File: src/rtl/core_pipe_ctrl.sv
// core_pipe_ctrl: pipeline sequencing controller for the i2d core.
// Decides stalls (load-use, memory access wait), redirects (branch, rfe,
// exceptions) and the flush sequence that follows every redirect. It also
// holds the exception state (epc, exc_cause, in_exc).
//
// Handshake note: there is no valid/ready pair here. mau_busy is a level
// "not ready" from the memory access unit. While it is high, fetch and decode
// are held, and no redirect is taken.
module core_pipe_ctrl #(
    parameter int          FLUSH_CYCLES = 1,
    parameter logic [31:0] VEC_BASE     = 32'h0000_0100,
    parameter int          REG_AW       = 5
) (
    input  logic              clk,
    input  logic              rst,
    input  logic [31:0]       id_pc,
    input  logic              id_branch,
    input  logic              id_swi,
    input  logic              id_rfe,
    input  logic              id_err,
    input  logic              id_imm,
    input  logic [REG_AW-1:0] rega_addr,
    input  logic [REG_AW-1:0] regb_addr,
    input  logic              ex_load,
    input  logic [REG_AW-1:0] ex_wb_addr,
    input  logic              mau_busy,
    input  logic              irq,
    output logic              if_halt,
    output logic              id_halt,
    output logic              id_flush,
    output logic              ex_flush,
    output logic [1:0]        pc_sel,
    output logic [31:0]       vec_addr,
    output logic [31:0]       epc,
    output logic [1:0]        exc_cause,
    output logic              in_exc
);

    localparam logic [1:0] ST_RUN      = 2'd0;
    localparam logic [1:0] ST_LD_STALL = 2'd1;
    localparam logic [1:0] ST_MAU_WAIT = 2'd2;
    localparam logic [1:0] ST_FLUSH    = 2'd3;

    localparam logic [1:0] PC_SEQ    = 2'd0;
    localparam logic [1:0] PC_BRANCH = 2'd1;
    localparam logic [1:0] PC_VEC    = 2'd2;
    localparam logic [1:0] PC_EPC    = 2'd3;

    localparam logic [1:0] CAUSE_IRQ = 2'd0;
    localparam logic [1:0] CAUSE_SWI = 2'd1;
    localparam logic [1:0] CAUSE_ILL = 2'd2;

    // The decision cycle itself is the first flush cycle, so FLUSH holds the
    // rest. With a single flush cycle the FLUSH state is skipped entirely.
    localparam logic [2:0] FLUSH_INIT = 3'(FLUSH_CYCLES - 1);
    localparam logic [1:0] REDIRECT_ST = (FLUSH_CYCLES > 1) ? ST_FLUSH : ST_RUN;

    logic [1:0]  state_q, state_d;
    logic [2:0]  flush_cnt_q, flush_cnt_d;
    logic [31:0] epc_q, epc_d;
    logic [1:0]  exc_cause_q, exc_cause_d;
    logic        in_exc_q, in_exc_d;

    logic        exc_take;
    logic [1:0]  exc_code;
    logic        load_use;

    // Decode-side hazard and exception qualifiers; irq is masked inside a handler.
    always_comb begin
        exc_take = id_err | id_swi | (irq & ~in_exc_q);
        if (id_err) begin
            exc_code = CAUSE_ILL;
        end else if (id_swi) begin
            exc_code = CAUSE_SWI;
        end else begin
            exc_code = CAUSE_IRQ;
        end
        load_use = ex_load & ((ex_wb_addr == rega_addr) |
                              (~id_imm & (ex_wb_addr == regb_addr)));
    end

    // Next-state, exception-state update and combinational control outputs.
    // Everything is forced quiet while rst is low so that mau_busy cannot
    // leak into the halts during reset.
    always_comb begin
        state_d     = state_q;
        flush_cnt_d = flush_cnt_q;
        epc_d       = epc_q;
        exc_cause_d = exc_cause_q;
        in_exc_d    = in_exc_q;
        if_halt     = 1'b0;
        id_halt     = 1'b0;
        id_flush    = 1'b0;
        ex_flush    = 1'b0;
        pc_sel      = PC_SEQ;
        if (rst) begin
            case (state_q)
                ST_RUN: begin
                    if (mau_busy) begin
                        if_halt = 1'b1;
                        id_halt = 1'b1;
                        state_d = ST_MAU_WAIT;
                    end else if (exc_take) begin
                        pc_sel      = PC_VEC;
                        id_flush    = 1'b1;
                        ex_flush    = 1'b1;
                        epc_d       = id_pc;
                        exc_cause_d = exc_code;
                        in_exc_d    = 1'b1;
                        flush_cnt_d = FLUSH_INIT;
                        state_d     = REDIRECT_ST;
                    end else if (id_rfe) begin
                        pc_sel      = PC_EPC;
                        id_flush    = 1'b1;
                        in_exc_d    = 1'b0;
                        flush_cnt_d = FLUSH_INIT;
                        state_d     = REDIRECT_ST;
                    end else if (id_branch) begin
                        pc_sel      = PC_BRANCH;
                        id_flush    = 1'b1;
                        flush_cnt_d = FLUSH_INIT;
                        state_d     = REDIRECT_ST;
                    end else if (load_use) begin
                        if_halt  = 1'b1;
                        id_halt  = 1'b1;
                        ex_flush = 1'b1;
                        state_d  = ST_LD_STALL;
                    end
                end
                ST_LD_STALL: begin
                    // EX already holds the bubble; no re-check of the hazard.
                    state_d = ST_RUN;
                end
                ST_MAU_WAIT: begin
                    if (mau_busy) begin
                        if_halt = 1'b1;
                        id_halt = 1'b1;
                    end else begin
                        state_d = ST_RUN;
                    end
                end
                default: begin
                    // ST_FLUSH: decode indications and irq are ignored here.
                    id_flush = 1'b1;
                    if (flush_cnt_q <= 3'd1) begin
                        flush_cnt_d = 3'd0;
                        state_d     = ST_RUN;
                    end else begin
                        flush_cnt_d = flush_cnt_q - 3'd1;
                    end
                end
            endcase
        end
    end

    // State and exception registers, asynchronous active-low reset.
    always_ff @(posedge clk or negedge rst) begin
        if (!rst) begin
            state_q     <= ST_RUN;
            flush_cnt_q <= 3'd0;
            epc_q       <= 32'd0;
            exc_cause_q <= CAUSE_IRQ;
            in_exc_q    <= 1'b0;
        end else begin
            state_q     <= state_d;
            flush_cnt_q <= flush_cnt_d;
            epc_q       <= epc_d;
            exc_cause_q <= exc_cause_d;
            in_exc_q    <= in_exc_d;
        end
    end

    // Registered exception state and the vector derived from the cause.
    always_comb begin
        epc       = epc_q;
        exc_cause = exc_cause_q;
        in_exc    = in_exc_q;
        vec_addr  = VEC_BASE + {26'd0, exc_cause_q, 4'd0};
    end

endmodule

File: config.mk
export PLATFORM = sky130hd
export DESIGN_NAME = core_pipe_ctrl
export DESIGN_NICKNAME = d
export VERILOG_FILES = /design/src/rtl/core_pipe_ctrl.sv
export SDC_FILE = /design/constraint.sdc
export NUM_CORES = 1
export LEC_CHECK = 0
export ABC_CLOCK_PERIOD_IN_PS = 1800
export BUFFER_PORTS_ARGS = -buffer_cell sky130_fd_sc_hd__clkbuf_2
export CAP_MARGIN = 20
export CORE_ASPECT_RATIO = 1.4
export CORE_UTILIZATION = 45
export DETAILED_ROUTE_END_ITERATION = 12
export PLACE_DENSITY = 0.81
export SLEW_MARGIN = 5
export SYNTH_ARGS = -nofsm -noshare
export SYNTH_HDL_FRONTEND = slang
export SYNTH_SLANG_ARGS = --single-unit
File: constraint.sdc
create_clock -name clk -period 1.8 [get_ports clk]
set_input_delay 0.36 -clock clk [delete_from_list [all_inputs] [get_ports clk]]
set_output_delay 0.36 -clock clk [all_outputs]
set_load 0.05 [all_outputs]
== Yosys cells after proc, flatten, opt, wreduce, memory -nomap -nowiden ==
Index checks and enable logic that the tools add are counted.

* Order comparisons: 1
* Reduce and logical (&&, ||, !) cells: 8
* Eq/ne operators: 8
* Mux-type cells: 42
* $add $sub $neg: 2
* Bitwise operators: 10

{| class="wikitable"
|+ Operators with widths
! cell !! count
|-
| 2-bit 2-to-1 mux || 13
|-
| 1-bit 2-to-1 mux || 20
|-
| 4-bit AND reduction || 4
|-
| 3-bit 2-to-1 mux || 5
|-
| 9-bit by 6-bit adder with 10-bit output, first input constant || 1
|-
| 5-bit equality test || 2
|-
| 6-bit != test, second input constant || 1
|-
| 2-bit case mux with 3 select lines || 1
|-
| 3-bit case mux with 2 select lines || 1
|-
| 2-bit != test, second input constant || 2
|-
| 4-bit != test, second input constant || 1
|-
| 1-bit inverter || 4
|-
| 1-bit case mux with 2 select lines || 2
|-
| 4-bit nonzero test || 1
|-
| 1-bit bitwise AND || 3
|-
| 3-bit by 1-bit <= comparator with 1-bit output, second input constant || 1
|-
| 1-bit bitwise OR || 3
|-
| 3-bit by 1-bit subtractor with 3-bit output, second input constant || 1
|-
| 2-bit by 1-bit equality test with 1-bit output, second input constant || 1
|-
| 2-bit equality test, second input constant || 1
|-
| 2-bit zero test || 1
|-
| 2-bit nonzero test || 1
|-
| 2-bit OR reduction || 1
|}

* Bits in registers: 40
* Input bits: 57
* Word-level logic and storage cells: 76
* Output and inout port bits: 73

== Depth between registers and ports, before layout ==
Gate-level depths: netlist of run 1.

* Depth after elaboration: 11
* Depth in mapped cells: 8
* Gate-level depth less buffers: 6

== Worst setup path before layout of run 1 ==
No wires, ideal clock.

* Kind: flip-flop to output port
* Start: register in_exc_q, in the netlist in_exc
* End: output pc_sel[0]
* Buffers on the path: 0
* Setup slack: -992 ps
* Arrival: 2432 ps
* Cell stages (with the launch flop): 4
* Required time: 1440 ps
* Cell sequence: dfrtp_1 > nand2b_4 > nand2_2 > nor4_1

* Longest elaborated chain between the ends: 7

{| class="wikitable"
|+ Ends and longest elaborated chain
! what !! line !! text
|-
| start, declared || 62 || <nowiki>logic in_exc_q, in_exc_d;</nowiki>
|-
| start signal, assigned || 169 || <nowiki>in_exc_q <= in_exc_d;</nowiki>
|-
| 1-bit inverter || 70 || <nowiki>exc_take = id_err | id_swi | (irq & ~in_exc_q);</nowiki>
|-
| 1-bit bitwise AND || 70 ||
|-
| 1-bit bitwise OR || 70 ||
|-
| 2-bit 2-to-1 mux || 103 || <nowiki>end else if (exc_take) begin</nowiki>
|-
| 2-bit 2-to-1 mux || 99 || <nowiki>if (mau_busy) begin</nowiki>
|-
| 2-bit 2-to-1 mux || 97 || <nowiki>case (state_q)</nowiki>
|-
| 2-bit 2-to-1 mux || 96 || <nowiki>if (rst) begin</nowiki>
|-
| end, declared || 32 || <nowiki>output logic [1:0] pc_sel,</nowiki>
|}

No other way between the ends.

== Worst setup path after layout of run 1 ==
* Start: input ex_wb_addr[2]
* End: output ex_flush

* Longest elaborated chain between the ends: 11
* Elaborated cells on any way between the ends: 12
* Classes of those cells: eq/ne (2); mux (7); bitwise (3)

{| class="wikitable"
|+ Ends and longest elaborated chain
! what !! line !! text
|-
| start, declared || 25 || <nowiki>input logic [REG_AW-1:0] ex_wb_addr,</nowiki>
|-
| 5-bit equality test || 79 || <nowiki>(~id_imm & (ex_wb_addr == regb_addr)));</nowiki>
|-
| 1-bit bitwise AND || 79 ||
|-
| 1-bit bitwise OR * || 78 || <nowiki>load_use = ex_load & ((ex_wb_addr == rega_addr) |</nowiki>
|-
| 1-bit bitwise AND * || 78 ||
|-
| 1-bit 2-to-1 mux * || 123 || <nowiki>end else if (load_use) begin</nowiki>
|-
| 1-bit 2-to-1 mux * || 118 || <nowiki>end else if (id_branch) begin</nowiki>
|-
| 1-bit 2-to-1 mux * || 112 || <nowiki>end else if (id_rfe) begin</nowiki>
|-
| 1-bit 2-to-1 mux * || 103 ||
|-
| 1-bit 2-to-1 mux * || 99 ||
|-
| 1-bit 2-to-1 mux * || 97 ||
|-
| 1-bit 2-to-1 mux * || 96 ||
|-
| end, declared || 31 || <nowiki>output logic ex_flush,</nowiki>
|}

Mark *: on every way between the ends. The rest lies on a longest branch, timed or not.

==> results_dict.tcl, run 1 <==
set metrics [dict create \
    crit_slowest_cell "nor4_2" \
    synth_seq_cells 40 \
    antenna_found_initial 0 \
    min_path_type "primary input to async pin" \
    drc 0 \
    finalCritPeriodShare_pct 112.0 \
    synthToLayoutAreaGrowth_pct 42.18 \
    synth.distinct_cells 43 \
    syn_area_per_cell_um2 12.73 \
    crit_start "ex_wb_addr[2]" \
    path_cells "clkbuf_2 -> xor2_1 -> nor4_2 -> a22oi_2 -> o41ai_4 -> clkbuf_8" \
    grt_max_degree 32 \
    port_buffers 99 \
    grt_setup_unrepaired "true" \
    clock-root-buffer "clkbuf_8" \
    leakage_nw 1.761 \
    synthesis.area_um2 2394 \
    die_w_um 63.64 \
    yosysSeqAreaShare_pct 41.82 \
    cts_hold_buf 0 \
    vias 1786 \
    crit_path_end_kind "output port" \
    yosys_warnings 0 \
    clock-sinks 40 \
    irDropWorstVdd_mv 1.139 \
    period_needed_ps 2015 \
    grt.total_usage_pct 19.47 \
    cts_inserted_buffers 5 \
    final_nets 378 \
    critPathTopFamily "compound AO/OA/AOI/OAI gates" \
    cts_buffer_depth 2 \
    dieHeight_um 88.30 \
    drtPass1Iterations 3 \
    n_fill_cell 378 \
    setup_viol 28 \
    die_area_um2 5619 \
    postLayoutSetupSlackWorst_ps -215.5 \
    drt_wl_total_um 5532 \
    fmax_ghz 0.4962 \
    pre_cts_slack_ps -295.1 \
    synth-edff-count 0 \
    grt_overflow 0 \
    initial_utilization_pct 46.40 \
    syn-instance-count 188 \
    pin_count 130 \
    clkTransAtPathRegs_ps 80 \
    drv_cap 0 \
    worstPathRequired_ps 1440 \
    synth_top_flop_cell "dfrtp_1" \
    crit_type "primary input to output port" \
    grt_first_pass_wirelength_um 8245 \
    drt_iter0_drc 29 \
    tns_ps -2282 \
    start_kind "primary input" \
    hpwl_um 3746 \
    violations "setup timing" \
    async_flop_share_pct 100.0 \
    cp.buffers_inverters 2 \
    vias_per_cell 4.663 \
    power_density_nw_per_um2 1851 \
    drtAntennaViolNets 0 \
    cts_tree "yes" \
    status "finished with violations" \
    final_hold_viol_count 0 \
    cts_max_level 2 \
    fin_worst_skew_ps 7.873 \
    antennaDiodeCount 0 \
    cpPeakStageDelay_ps 350 \
    worstPathMaxFanout 3 \
    gp_congestion 0.8389 \
    wire_per_inst_um 14.44 \
    clk_latency_ps 290 \
    num_rows 31 \
    layout-drive-gt1-share_pct 64.35 \
    core-area_um2 5159 \
    cp.arrival_ps 1660 \
    grt_pass1_vias 1808 \
    slew_violations 0 \
    r2r_start "state_q[0]" \
    whs_ps 95.56 \
]
layer usage:
layer / vias up / part of all wire (%) / track usage, %
li1: 839 / - / -
met1: 848 / 36 / 19.10
met2: 92 / 57 / 39.85
met3: 7 / 5.7 / 3.737
met4: 0 / 1.6 / 6.612
met5: - / 0 / 0
power by group:
| part | total [mW] | leakage (nW) | internal [mW] | switching (mW) |
|---|---|---|---|---|
| Clock | 0.747 | 0.0548 | 0.417 | 0.329 |
| Combinational | 3.94 | 1.23 | 1.40 | 2.54 |
| Sequential | 1.61 | 0.479 | 1.34 | 0.273 |
| Total | 6.30 | 1.76 | 3.16 | 3.14 |
stage by stage:
stage | power [mW] | cells | util (%) | cell area [µm²]
finish | 6.298 | 383 | 65.97 | 3403
global route | 6.588 | 383 | 65.97 | 3403
CTS | 6.297 | 385 | 66.19 | 3415
detailed placement | 5.188 | 361 | 57.77 | 2980
global placement | 5.124 | 361 | 57.77 | 2980
floorplan | 4.506 | 216 | - | 2579
cell families (layout without fill, tap and decap cells):
| family | count (synthesis) | in the layout | synth area share (%) |
|---|---|---|---|
| adders and majority gates | 5 | 5 | 2.614 |
| other | 2 | 30 | 0.3138 |
| DFF | 40 | 40 | 41.82 |
| and+or+nand+nor | 29 | 29 | 8.154 |
| buffers and inverters | 47 | 148 | 15.47 |
| muxes | 34 | 34 | 20.54 |
| AOI/OAI and AO/OA | 21 | 21 | 7.423 |
| xor gates and xnor gates | 10 | 10 | 3.659 |
area by class of cell:
cell class | instances | area (µm²) | share of cell area, %
clock inverters | 3 | 46.29 | 1.360
inverters | 8 | 30.03 | 0.8824
multi-input cells | 129 | 1274 | 37.43
repair buffers | 132 | 899.6 | 26.43
well taps | 66 | 82.58 | 2.426
flip-flops and latches | 40 | 1002 | 29.45
clock buffers | 5 | 68.82 | 2.022
layout by cell type, fill, tap and decap left out, drive strengths merged, types with 2 or more instances in the layout:
cell and instances:
a211oi 3, inv 9, nor3b 2, o21ai 2, mux2 34, o41ai 2
nor2b 2, clkbuf 100, o22ai 2, nand2 6, a21oi 2, nor2 5
dfrtp 40, xor2 9, o21a 2, or2 2, ha 5, conb 30
buf 37, nand4 2, nor4 3, and2 2
synthesized netlist by cell type (3+ instances only):
master   number  area (µm²)
buf_12        4       80.08
buf_4        34       255.2
dfrtp_1      40        1001
ha_1          5       62.56
inv_1         8       30.03
mux2_2        5       56.30
mux2_4       29       435.4
nand2_1       4       15.01
nor2_1        3       11.26
xor2_1        9       78.83
state kept, by name, indices dropped and copies added, names as in the netlist:
| name | cells |
|---|---|
| in_exc | 1 |
| exc_cause | 2 |
| state_q | 2 |
| flush_cnt_q | 3 |
| epc | 32 |
final timing paths:
check / endpoint / slack, ps / depth (start not counted)
max in group asynchronous: epc[31] / 1270 / 2
max: ex_flush / -220 / 6
min reg2reg: epc[13] / 510 / 1
min in group clk: epc[4] / 290 / 2
max reg2reg: epc[23] / -100 / 9
min: state_q[1] / 100 / 2
what timing repair did:
item	4_1_cts	5_1_grt
cloned	3	0
resized for setup	34	16
buffers inserted	14	2
setup endpoints to repair	39	40
pin swaps	10	1
hold endpoints to repair	0	0
Note: power is estimated with default switching activity, not from simulation.
==> inputs of run 2 (changes only) <==
Settings changed: RECOVER_POWER set to 100.
==> results_dict.tcl, run 2 (synthesis gave the netlist of run 1 again) <==
set metrics [dict create \
    gp_congestion 0.8389 \
    die_area_um2 5619 \
    initial_utilization_pct 46.40 \
    fin_worst_skew_ps 8.462 \
    slew_violations 0 \
    drt_iter0_drc 32 \
    irDropWorstVdd_mv 1.093 \
    setup_viol 37 \
    grt_max_degree 32 \
    largest_register_ffs 32 \
    crit_type "primary input to output port" \
    grt_first_pass_wirelength_um 8245 \
    whs_ps 239.9 \
    status "finished with violations" \
    port_buffers 99 \
    leakage_nw 1.633 \
    final_nets 378 \
    cp.arrival_ps 1650 \
    num_rows 31 \
    post-place-cells 361 \
    cts_tree "yes" \
    grt_setup_unrepaired "true" \
    drv_cap 0 \
    start_kind "primary input" \
    slew_headroom_pct 48.48 \
    tightest_slew_ps 772.8 \
    synthToLayoutAreaGrowth_pct 39.31 \
    wire_per_inst_um 14.52 \
    crit_slowest_cell "nor4_2" \
    clkTransAtPathRegs_ps 80 \
    grt.total_usage_pct 19.47 \
    antenna_found_initial 0 \
    layout-drive-gt1-share_pct 51.74 \
    antennaDiodeCount 0 \
    die_w_um 63.64 \
    cts_buffer_depth 2 \
    grt_pass1_vias 1808 \
    final_cell_mix "clkbuf_2 (56), clkbuf_1 (40), dfrtp_1 (39)" \
    cts_hold_buf 0 \
    vias 1807 \
    cp.buffers_inverters 2 \
    multi_input_area_um2 1262 \
    place_area_um2 2980 \
    cts_max_level 2 \
    worstPathMaxFanout 3 \
    power_density_nw_per_um2 1846 \
    crit_path_end_kind "output port" \
    cts_inserted_buffers 5 \
    pin_count 130 \
    fin_cells 383 \
    drtAntennaViolNets 0 \
    grt_overflow 0 \
    final_util_pct 64.64 \
    clock-sinks 40 \
    min_path_type "primary input to async pin" \
    path_cells "clkbuf_2 -> xor2_1 -> nor4_2 -> a22oi_2 -> o41ai_4 -> clkbuf_8" \
    postLayoutSetupSlackWorst_ps -214.3 \
    hpwl_um 3746 \
    drt_wl_total_um 5562 \
    clock-root-buffer "clkbuf_8" \
    core-area_um2 5159 \
    n_fill_cell 413 \
    vias_per_cell 4.718 \
    final_common_cell "clkbuf_2" \
    dieHeight_um 88.30 \
    seqCellArea_um2 1002 \
    tns_ps -2593 \
    drtPass1Iterations 3 \
    cpPeakStageDelay_ps 350 \
    postLayoutCellArea_um2 3334 \
    period_needed_ps 2014 \
    drc 0 \
    worstPathRequired_ps 1440 \
    clk_latency_ps 290 \
    fmax_ghz 0.4964 \
    final_hold_viol_count 0 \
    finalCritPeriodShare_pct 111.9 \
    violations "setup timing" \
    critPathTopFamily "compound AO/OA/AOI/OAI gates" \
]
## run 2: final timing paths
path / depth (start not counted) / slack (ps) / to / from
worst min register to register: 1 / 510 / epc[13] / epc[13]
max in group asynchronous: 2 / 760 / epc[31] / rst
worst min-delay path: 2 / 240 / state_q[1] / rst
worst max-delay path: 6 / -210 / ex_flush / ex_wb_addr[2]
worst max register to register: 9 / -110 / epc[23] / state_q[0]
min in group clk: 2 / 290 / epc[4] / id_pc[4]
## run 2: stage by stage
| stage | setup slack, ps | total power [mW] |
|---|---|---|
| 2_1_floorplan | -209.7 | 4.506 |
| 3_3_place_gp | -243.4 | 5.124 |
| 3_5_place_dp | -295.1 | 5.188 |
| 4_1_cts | -210.8 | 6.297 |
| 5_1_grt | -255.8 | 6.441 |
| 6_report | -214.3 | 6.156 |
## run 2: report_power, final
part	switching [mW]	leakage [nW]	internal (mW)	total [mW]
sequential	0.269	0.479	1.34	1.61
clock	0.330	0.0548	0.418	0.747
combinational	2.52	1.10	1.28	3.80
## run 2: what timing repair did
item | CTS | global route
endpoints found under the setup margin | 39 | 40
pin swaps | 10 | 1
resized for setup | 34 | 16
gates cloned | 3 | 0
buffers inserted | 14 | 2
## run 2: cell type report
cell class / count / share of cell area [%]
clock inverter: 3 / 1.388
timing repair buffer: 132 / 25.25
multi-input combinational: 129 / 37.86
tap: 66 / 2.477
clock buffer: 5 / 2.064
inverter: 8 / 0.9006
sequential: 40 / 30.06
## run 2: layer usage
layer / wire length, µm / global-route usage [%]
met5: 0 / 0
met4: 89 / 6.612
met3: 329 / 3.737
met2: 3134 / 39.85
met1: 2009 / 19.10
==> inputs of run 3 (changes only) <==
Settings changed: ABC_CLOCK_PERIOD_IN_PS 1800 to 2500, CORE_UTILIZATION 45 to 48, PLACE_DENSITY 0.81 to 0.85, SKIP_LAST_GASP set to 1.
Clock period 1.8 ns to 2.5 ns, I/O delays scaled along.
==> results_dict.tcl, run 3 (synthesis gave the netlist of run 1 again) <==
set metrics [dict create \
    clkTransAtPathRegs_ps 80 \
    grt_first_pass_wirelength_um 6789 \
    fin_cells 350 \
    cts_max_level 2 \
    vias 1638 \
    clk_latency_ps 290 \
    tns_ps 0 \
    final_common_cell "clkbuf_2" \
    core-area_um2 4805 \
    pre_cts_slack_ps 118.2 \
    crit_type "flop to output port" \
    grt_max_degree 39 \
    postLayoutCellArea_um2 2739 \
    pin_count 130 \
    setup_viol 0 \
    post-place-cells 342 \
    grt_overflow 0 \
    leakage_nw 1.323 \
    irDropWorstVdd_mv 0.7281 \
    layout-drive-gt1-share_pct 32.87 \
    antennaDiodeCount 0 \
    dieHeight_um 85.56 \
    final_util_pct 57.01 \
    postLayoutSetupSlackWorst_ps 158.6 \
    status "finished, final reports clean" \
    place_area_um2 2790 \
    final_hold_viol_count 0 \
    finalCritPeriodShare_pct 93.65 \
    drc 0 \
    final_nets 347 \
    cpPeakStageDelay_ps 380 \
    antenna_found_initial 0 \
    crit_path_end_kind "output port" \
    min_path_type "primary input to async pin" \
    wire_per_inst_um 12.82 \
    whs_ps 34.27 \
    vias_per_cell 4.680 \
    clock-root-buffer "clkbuf_8" \
    hpwl_um 3532 \
    crit_start "state_q[0]" \
    cts_buffer_depth 2 \
    finalPower_mw 3.884 \
    drv_cap 0 \
    cp.arrival_ps 1840 \
    grt_pass1_vias 1596 \
    port_buffers 99 \
    initial_utilization_pct 49.82 \
    clock-sinks 40 \
    drt_iter0_drc 25 \
    grt.total_usage_pct 17.64 \
    synthToLayoutAreaGrowth_pct 14.43 \
    largest_register_ffs 32 \
    rrSetupSlack_ps 310 \
    cts_tree "yes" \
    slew_headroom_pct 38.95 \
    worstPathMaxFanout 11 \
    crit_slowest_cell "dfrtp_1" \
    drt_wl_total_um 4486 \
    num_rows 30 \
    grt_setup_unrepaired "false" \
    fin_worst_skew_ps 11.53 \
    tightest_slew_ps 915.7 \
    drtAntennaViolNets 0 \
    r2r_start "state_q[0]" \
    path_cells "inv_1 -> ha_4 -> and4_1 -> nand2_1 -> o22ai_2 -> clkbuf_2" \
    final_cell_mix "clkbuf_2 (62), dfrtp_1 (40), clkbuf_1 (37)" \
    power_density_nw_per_um2 1418 \
    period_needed_ps 2341 \
    worstPathRequired_ps 2000 \
    die_w_um 61.68 \
    slew_violations 0 \
    start_kind "flop" \
    gp_congestion 0.7879 \
    post_cts_buffers 0 \
    die_area_um2 5277 \
    cts_inserted_buffers 5 \
    drtPass1Iterations 4 \
    fmax_ghz 0.4271 \
]
## run 3: changes by cell type in the layout (fill, tap and decap cells not counted), moves of 3 or more
| cell | before | now |
|---|---|---|
| buf_4 | 20 | 1 |
| mux2_1 | 0 | 27 |
| clkbuf_2 | 56 | 62 |
| buf_6 | 3 | 0 |
| buf_8 | 7 | 0 |
| clkbuf_1 | 40 | 37 |
| mux2_4 | 32 | 2 |
| mux2_2 | 2 | 5 |
## run 3: area by class of cell
cell class	count	area, µm²
Fill cell	475	2066
Multi-Input combinational cell	129	1049
Sequential cell	40	1001
Timing Repair Buffer	101	464.2
Tap cell	64	80.08
Clock buffer	5	68.82
Clock inverter	3	46.29
Inverter	8	30.03
## run 3: worst paths after layout
kind / to / depth (start not counted)
hold reg to reg: epc[12] / 1
setup / recovery: id_halt / 6
min in group clk: epc[27] / 2
setup reg to reg: epc[13] / 7
max in group asynchronous: epc[9] / 2
hold / removal: state_q[0] / 1
## run 3: routing by layer
metal / wire [µm] / vias to the layer above / track usage, %
li1: - / 778 / -
met1: 1513 / 766 / 16.73
met2: 2609 / 87 / 33.33
met3: 300 / 7 / 4.676
met4: 63 / 0 / 7.677
met5: 0 / - / 0
## run 3: worst max-delay path: cells and delay by family, from the launching register on
kind	cells	cell delay (ps)
buffers and inverters	2	500
and+or+nand+nor	2	290
adders and majority gates	1	230
AOI/OAI and AO/OA	1	140
DFF	1	380
## run 3: timing repair
action,4_1_cts,5_1_grt
setup endpoints to repair,4,3
hold buffers,0,0
gates resized for setup,2,2
## run 3: power by group
part,leakage [nW],switching (mW),internal [mW],total (mW)
clock network,0.0548,0.237,0.301,0.537
registers,0.480,0.179,0.962,1.14
logic,0.788,1.69,0.515,2.21
